[src/rtl/uart_echo_ctrl_if.sv]
// Ready/valid byte links between the UART receiver, the echo controller and the transmitter.
// master = echo controller side, slave = receiver/transmitter side.
interface uart_echo_ctrl_if;
  logic [7:0] rx_data;
  logic       rx_valid;
  logic       rx_ready;
  logic [7:0] tx_data;
  logic       tx_valid;
  logic       tx_ready;

  modport master (
    input  rx_data, rx_valid, tx_ready,
    output rx_ready, tx_data, tx_valid
  );

  modport slave (
    output rx_data, rx_valid, tx_ready,
    input  rx_ready, tx_data, tx_valid
  );
endinterface

[src/rtl/uart_echo_ctrl.sv]
// UART echo sequencer: RX bytes -> FIFO -> mode-selected case transform -> TX ready/valid.
// Optional byte counters rx_bytes/tx_bytes are built only when ECHO_STATS_EN is defined.
module uart_echo_ctrl #(
  parameter int unsigned DEPTH = 8,
  localparam int unsigned AW = $clog2(DEPTH)
) (
  input  logic          clk,
  input  logic          rst,
  input  logic [1:0]    mode,
  uart_echo_ctrl_if.master bus,
  output logic [AW:0]   fifo_count,
  output logic          overflow
`ifdef ECHO_STATS_EN
  ,
  output logic [15:0]   rx_bytes,
  output logic [15:0]   tx_bytes
`endif
);

  localparam logic [AW:0] Full = (AW + 1)'(DEPTH);

  typedef enum logic [1:0] {StIdle, StFetch, StSend} state_e;

  state_e         state_q, state_d;
  logic [7:0]     mem [DEPTH];
  logic [AW-1:0]  wr_ptr_q, rd_ptr_q;
  logic [AW:0]    count_q, count_d;
  logic           overflow_q;
  logic           rx_ready_q;
  logic [7:0]     tx_data_q, tx_data_d;
  logic           push, push_ok, pop, full, handshake;

  function automatic logic [7:0] xform(input logic [7:0] c, input logic [1:0] m);
    logic is_lower;
    logic is_upper;
    is_lower = (c >= 8'h61) && (c <= 8'h7a);
    is_upper = (c >= 8'h41) && (c <= 8'h5a);
    xform = c;
    unique case (m)
      2'b01: begin
        if (is_lower) xform = c - 8'd32;
        else if (is_upper) xform = c + 8'd32;
      end
      2'b10: if (is_lower) xform = c - 8'd32;
      2'b11: if (is_upper) xform = c + 8'd32;
      default: xform = c;
    endcase
  endfunction

  assign full      = (count_q == Full);
  assign push      = bus.rx_valid & rx_ready_q;
  // A pop in the same cycle frees the head slot, so a push into a full FIFO still lands.
  assign push_ok   = push & (~full | pop);
  assign handshake = (state_q == StSend) & bus.tx_ready;

  always_comb begin
    state_d   = state_q;
    tx_data_d = tx_data_q;
    pop       = 1'b0;
    unique case (state_q)
      StIdle:  if (count_q != '0) state_d = StFetch;
      StFetch: begin
        pop       = 1'b1;
        tx_data_d = xform(mem[rd_ptr_q], mode);
        state_d   = StSend;
      end
      StSend:  if (bus.tx_ready) state_d = StIdle;
      default: state_d = StIdle;
    endcase
  end

  always_comb begin
    count_d = count_q;
    unique case ({push_ok, pop})
      2'b10:   count_d = count_q + 1'b1;
      2'b01:   count_d = count_q - 1'b1;
      default: count_d = count_q;
    endcase
  end

  always_ff @(posedge clk or posedge rst) begin
    if (rst) begin
      state_q    <= StIdle;
      wr_ptr_q   <= '0;
      rd_ptr_q   <= '0;
      count_q    <= '0;
      overflow_q <= 1'b0;
      rx_ready_q <= 1'b0;
      tx_data_q  <= 8'h00;
    end else begin
      state_q    <= state_d;
      count_q    <= count_d;
      tx_data_q  <= tx_data_d;
      rx_ready_q <= 1'b1;
      if (push_ok) wr_ptr_q <= wr_ptr_q + 1'b1;
      if (pop) rd_ptr_q <= rd_ptr_q + 1'b1;
      if (push && !push_ok) overflow_q <= 1'b1;
    end
  end

  // Storage needs no reset: only slots covered by count_q are ever read.
  always_ff @(posedge clk) begin
    if (push_ok) mem[wr_ptr_q] <= bus.rx_data;
  end

  assign bus.rx_ready = rx_ready_q;
  assign bus.tx_valid = (state_q == StSend);
  assign bus.tx_data  = tx_data_q;
  assign fifo_count   = count_q;
  assign overflow     = overflow_q;

`ifdef ECHO_STATS_EN
  logic [15:0] rx_bytes_q, tx_bytes_q;

  always_ff @(posedge clk or posedge rst) begin
    if (rst) begin
      rx_bytes_q <= '0;
      tx_bytes_q <= '0;
    end else begin
      if (push_ok) rx_bytes_q <= rx_bytes_q + 16'd1;
      if (handshake) tx_bytes_q <= tx_bytes_q + 16'd1;
    end
  end

  assign rx_bytes = rx_bytes_q;
  assign tx_bytes = tx_bytes_q;
`else
  logic unused_handshake;
  assign unused_handshake = handshake;
`endif

endmodule

[src/flat_wrapper.sv]
// flat-port wrapper written by rule: the top's interface ports become plain ports
module uart_echo_ctrl_flat 
#(
  parameter int unsigned DEPTH = 8,
  localparam int unsigned AW = $clog2(DEPTH)
)
  (clk, rst, mode, fifo_count, overflow, bus_rx_data, bus_rx_valid, bus_tx_ready, bus_rx_ready, bus_tx_data, bus_tx_valid);
  uart_echo_ctrl_if bus_i ();
  input  logic clk;
  input  logic rst;
  input  logic [1:0] mode;
  output logic [AW:0] fifo_count;
  output logic overflow;
  input wire logic [$bits(bus_i.rx_data)-1:0] bus_rx_data;
  input wire logic [$bits(bus_i.rx_valid)-1:0] bus_rx_valid;
  input wire logic [$bits(bus_i.tx_ready)-1:0] bus_tx_ready;
  output wire logic [$bits(bus_i.rx_ready)-1:0] bus_rx_ready;
  output wire logic [$bits(bus_i.tx_data)-1:0] bus_tx_data;
  output wire logic [$bits(bus_i.tx_valid)-1:0] bus_tx_valid;
  assign bus_i.rx_data = bus_rx_data;
  assign bus_i.rx_valid = bus_rx_valid;
  assign bus_i.tx_ready = bus_tx_ready;
  assign bus_rx_ready = bus_i.rx_ready;
  assign bus_tx_data = bus_i.tx_data;
  assign bus_tx_valid = bus_i.tx_valid;
  uart_echo_ctrl #(.DEPTH(DEPTH)) u_core (.clk(clk), .rst(rst), .mode(mode), .bus(bus_i), .fifo_count(fifo_count), .overflow(overflow));
endmodule
[config.mk]
export PLATFORM = sky130hd
export DESIGN_NAME = uart_echo_ctrl_flat
export DESIGN_NICKNAME = d
export VERILOG_FILES = /design/src/rtl/uart_echo_ctrl_if.sv /design/src/rtl/uart_echo_ctrl.sv /design/src/flat_wrapper.sv
export SDC_FILE = /design/constraint.sdc
export NUM_CORES = 1
export LEC_CHECK = 0
export CORE_ASPECT_RATIO = 1.4
export CORE_MARGIN = 8
export CORE_UTILIZATION = 55
export DETAILED_ROUTE_END_ITERATION = 6
export GPL_TIMING_DRIVEN = 0
export PLACE_DENSITY = 0.77
export SYNTH_ARGS = -nofsm -noshare
export SYNTH_HDL_FRONTEND = slang
export SYNTH_SLANG_ARGS = --single-unit
[constraint.sdc]
create_clock -name clk -period 6.2 [get_ports clk]
set_clock_uncertainty 0.1 [all_clocks]
set_input_delay 1.24 -clock clk [delete_from_list [all_inputs] [get_ports clk]]
set_output_delay 1.24 -clock clk [all_outputs]
set_load 0.02 [all_outputs]
==> flow_summary.json, run 1 <==
{
  "status": "finished clean",
  "syn_area_per_cell_um2": 16.4,
  "synthFlopType": "edfxtp_1",
  "yosysWarnings": 0,
  "worst_pin_slew_ns": 0.913,
  "crit_end": "u_core.mem[5][2]",
  "post_cts_buffers": 0,
  "finalWeightedCongestion": 0.838,
  "numCtsBuffers": 9,
  "antenna_found_initial": 0,
  "clk_pin_slew_ns": 0.09,
  "drive_gt1_share_pct": 20.9,
  "rrSetupSlack_ns": 3.28,
  "period_share_pct": 54.0,
  "cts_hold_buffers": 0,
  "crit_chain": "clkdlybuf4s50_1, nand2_1, a31oi_1, nand2_1, nor3b_2",
  "crit_slowest_cell": "nor3b_2",
  "rows": 35,
  "combPwrFrac_pct": 44.4,
  "syn2layout_area_growth_pct": 16.7,
  "synth_edf_count": 64,
  "cellPowerDensity_nw_per_um2": 467,
  "synth_seq_area_share_pct": 65.5,
  "power_leakage_nw": 1.55,
  "ys_ff_latch": 86,
  "holdWs_ns": 0.380,
  "fill_cells": 463,
  "die_area_um2": 9810,
  "grt_pass1_wl_mm": 11.2,
  "cts_tree": "yes",
  "p_sw_uw": 762,
  "core_area_um2": 6610,
  "track_usage_pct": 15.3,
  "crit_family": "simple AND/OR/NAND/NOR gates",
  "grt_overflow": 0,
  "p_int_mw": 1.30,
  "min_from": "u_core.state_q[0]",
  "clockPowerShare_pct": 16.8,
  "cp.depth": 5,
  "ioPinCount": 29,
  "drc": 0,
  "fin_nets": 294,
  "reg2reg_depth": 10,
  "post_drt_via_cell_ratio": 5.85,
  "drv_slew": 0,
  "ant_nets": 0,
  "cts_sinks": 86,
  "path_class": "in -> reg",
  "placed_cell_area_um2": 4230,
  "final_common_cell": "edfxtp_1",
  "syn_area_um2": 3780,
  "seq_power_share_pct": 38.7,
  "crit_path_frequent_cell": "nand2_1",
  "start_util_pct": 57.1,
  "syn_inst": 231,
  "wire_per_inst_um": 18.9,
  "dp_hpwl_mm": 4.96,
  "fin_tns_setup_ns": 0,
  "startpoint_type": "input pin",
  "first_pass_iters": 4,
  "fin_util_pct": 66.7,
  "ys_types": 49,
  "fp.dieW_um": 86.0,
  "cts_max_level": 3,
  "worstPathArrival_ns": 3.23,
  "min_period_ns": 3.35,
  "crit_path_end_kind": "flip-flop",
  "hold_viol_final": 0,
  "die_height_um": 114,
  "netSwitchingFraction_pct": 37.0,
  "maxCapViolations": 0,
  "mostFrequentLayoutCells": "64 x edfxtp_1, 28 x clkdlybuf4s50_1, 26 x nand2_1, 22 x dfrtp_1, 15 x mux4_2",
  "required_ns": 6.08,
  "cts.root.buffer_cell": "clkbuf_8",
  "r2r-end": "u_core.bus.tx_data[6]",
  "vdd_drop_max_mv": 0.224,
  "slew_headroom_pct": 38.9,
  "grt_pass1_vias": 2249,
  "drt-initial-drc-count": 96,
  "max_freq_mhz": 299,
  "final_area_um2": 4410,
  "synthArstFlopShare_pct": 25.6,
  "hp-class": "reg -> reg",
  "crit_fanout": 8,
  "port_buffers": 28,
  "grt_max_degree": 23,
  "vias": 2165,
  "antenna_cells": 0,
  "finalWirelength_mm": 7.01,
  "post-place-ws_ns": 2.38,
  "clock_path_buffers": 2,
  "synth.net_count": 252,
  "setup_viol": 0,
  "timing.final.ws_setup_ns": 2.85,
  "reg2reg_from": "u_core.rd_ptr_q[0]",
  "cp_slowest_stage_delay_ns": 0.77,
  "worst-path-buf-inv": 1,
  "rsz0062_at_grt": "no",
  "cts_resized": 0,
  "insertion_delay_ns": 0.35,
  "startpoint": "bus_rx_valid"
}
==> cell type report <==
class / instances / area, µm² / share of cell area [%]
Buffer: 10 / 75.1 / 1.70
Tap cell: 92 / 115 / 2.61
Multi-Input combinational cell: 128 / 1240 / 28.2
Sequential cell: 86 / 2470 / 56.1
Timing Repair Buffer: 31 / 303 / 6.87
Clock inverter: 7 / 50.0 / 1.14
Inverter: 7 / 26.3 / 0.596
Clock buffer: 9 / 124 / 2.81
==> stage by stage <==
step | total power [mW] | cells
global placement | 1.68 | 351
floorplan | 1.45 | 231
global route | 2.17 | 370
finish | 2.06 | 370
detailed placement | 1.73 | 354
CTS | 2.07 | 370
==> metal layers <==
metal,vias to the layer above,wire [µm],track usage (%)
met4,0,117,8.22
met2,57,3720,26.7
met1,1112,2880,16.8
met3,12,293,3.30
met5,-,0,0
li1,984,-,-
==> synth_stat cells (all sizes together) (2+ instances only) <==
library cell / n / area [µm²]
a21oi: 5 / 25.0
a221o: 2 / 21.3
a22oi: 2 / 15.0
a31oi: 3 / 40.0
buf: 8 / 67.6
clkbuf: 2 / 7.51
dfrtp: 22 / 551
edfxtp: 64 / 1920
ha: 6 / 75.1
inv: 7 / 26.3
mux2: 3 / 33.8
mux2i: 6 / 85.1
mux4: 18 / 417
nand2: 26 / 97.6
nand2b: 4 / 25.0
nand3: 5 / 25.0
nor2: 4 / 17.5
nor2b: 2 / 12.5
nor3: 4 / 20.0
nor3b: 3 / 27.5
nor4: 3 / 18.8
nor4b: 2 / 17.5
o211ai: 2 / 15.0
o21ai: 10 / 53.8
xnor2: 5 / 43.8
xor2: 2 / 17.5
==> power groups by stage <==
| stage | Sequential (mW) | Clock [mW] | Combinational (mW) |
|---|---|---|---|
| final | 0.798 | 0.346 | 0.915 |
| after global routing | 0.810 | 0.369 | 0.992 |
| after CTS | 0.798 | 0.354 | 0.918 |
| after detailed placement | 0.811 | 0 | 0.915 |
| after global placement | 0.801 | 0 | 0.883 |
| after floorplan | 0.842 | 0 | 0.607 |
==> registers in the layout (all words and copies together) (netlist names) <==
name / cells
u_core.wr_ptr_q: 3
u_core.overflow: 1
u_core.state_q: 2
u_core.rd_ptr_q: 3
u_core.fifo_count: 4
u_core.bus.tx_data: 8
u_core.bus.rx_ready: 1
u_core.mem: 64
==> cell families (layout without fill, tap and decap cells) <==
group                      count (synthesis)  after routing  synth area share (%)
DFF                                       86             86                  65.5
other                                      1              1                0.0993
buffers and inverters                     17             64                  2.68
xor gates and xnor gates                   7              7                  1.62
muxes                                     27             27                  14.2
adders and majority gates                  7              7                  2.52
and+or+nand+nor                           56             56                  7.62
AOI/OAI and AO/OA                         30             30                  5.83
==> worst min-delay path by stage <==
stage                             to  slack, ns  depth (start not counted)
2_1_floorplan      u_core.state_q[0]       0.34                          1
3_3_place_gp         u_core.overflow       0.36                          1
3_5_place_dp   u_core.bus.tx_data[0]       0.37                          2
4_1_cts        u_core.bus.tx_data[0]       0.39                          2
5_1_grt        u_core.bus.tx_data[4]       0.42                          2
6_report           u_core.state_q[0]       0.38                          1
Note: power is estimated with default switching activity, not from simulation.
==> inputs of run 2 (changes only) <==
==> constraint.sdc (replaced) <==
create_clock -name clk -period 3.5 [get_ports clk]
set_clock_uncertainty 0.1 [all_clocks]
set_input_delay 0.7 -clock clk [delete_from_list [all_inputs] [get_ports clk]]
set_output_delay 0.7 -clock clk [all_outputs]
set_load 0.02 [all_outputs]
==> results of run 2 <==
Same layout as run 1 (identical final DEF). Status: finished clean.
Main changes from that run: setup slack after placement 2.38 ns -> 0.223 ns; setup slack after layout 2.85 ns -> 0.581 ns; start point of the critical path bus_rx_valid -> u_core.rd_ptr_q[0]; end point of the critical path u_core.mem[5][2] -> u_core.bus.tx_data[6]; register-to-register setup slack 3.28 ns -> 0.58 ns; total power 2.06 mW -> 3.65 mW; worst IR drop on VDD 0.224 mV -> 0.396 mV
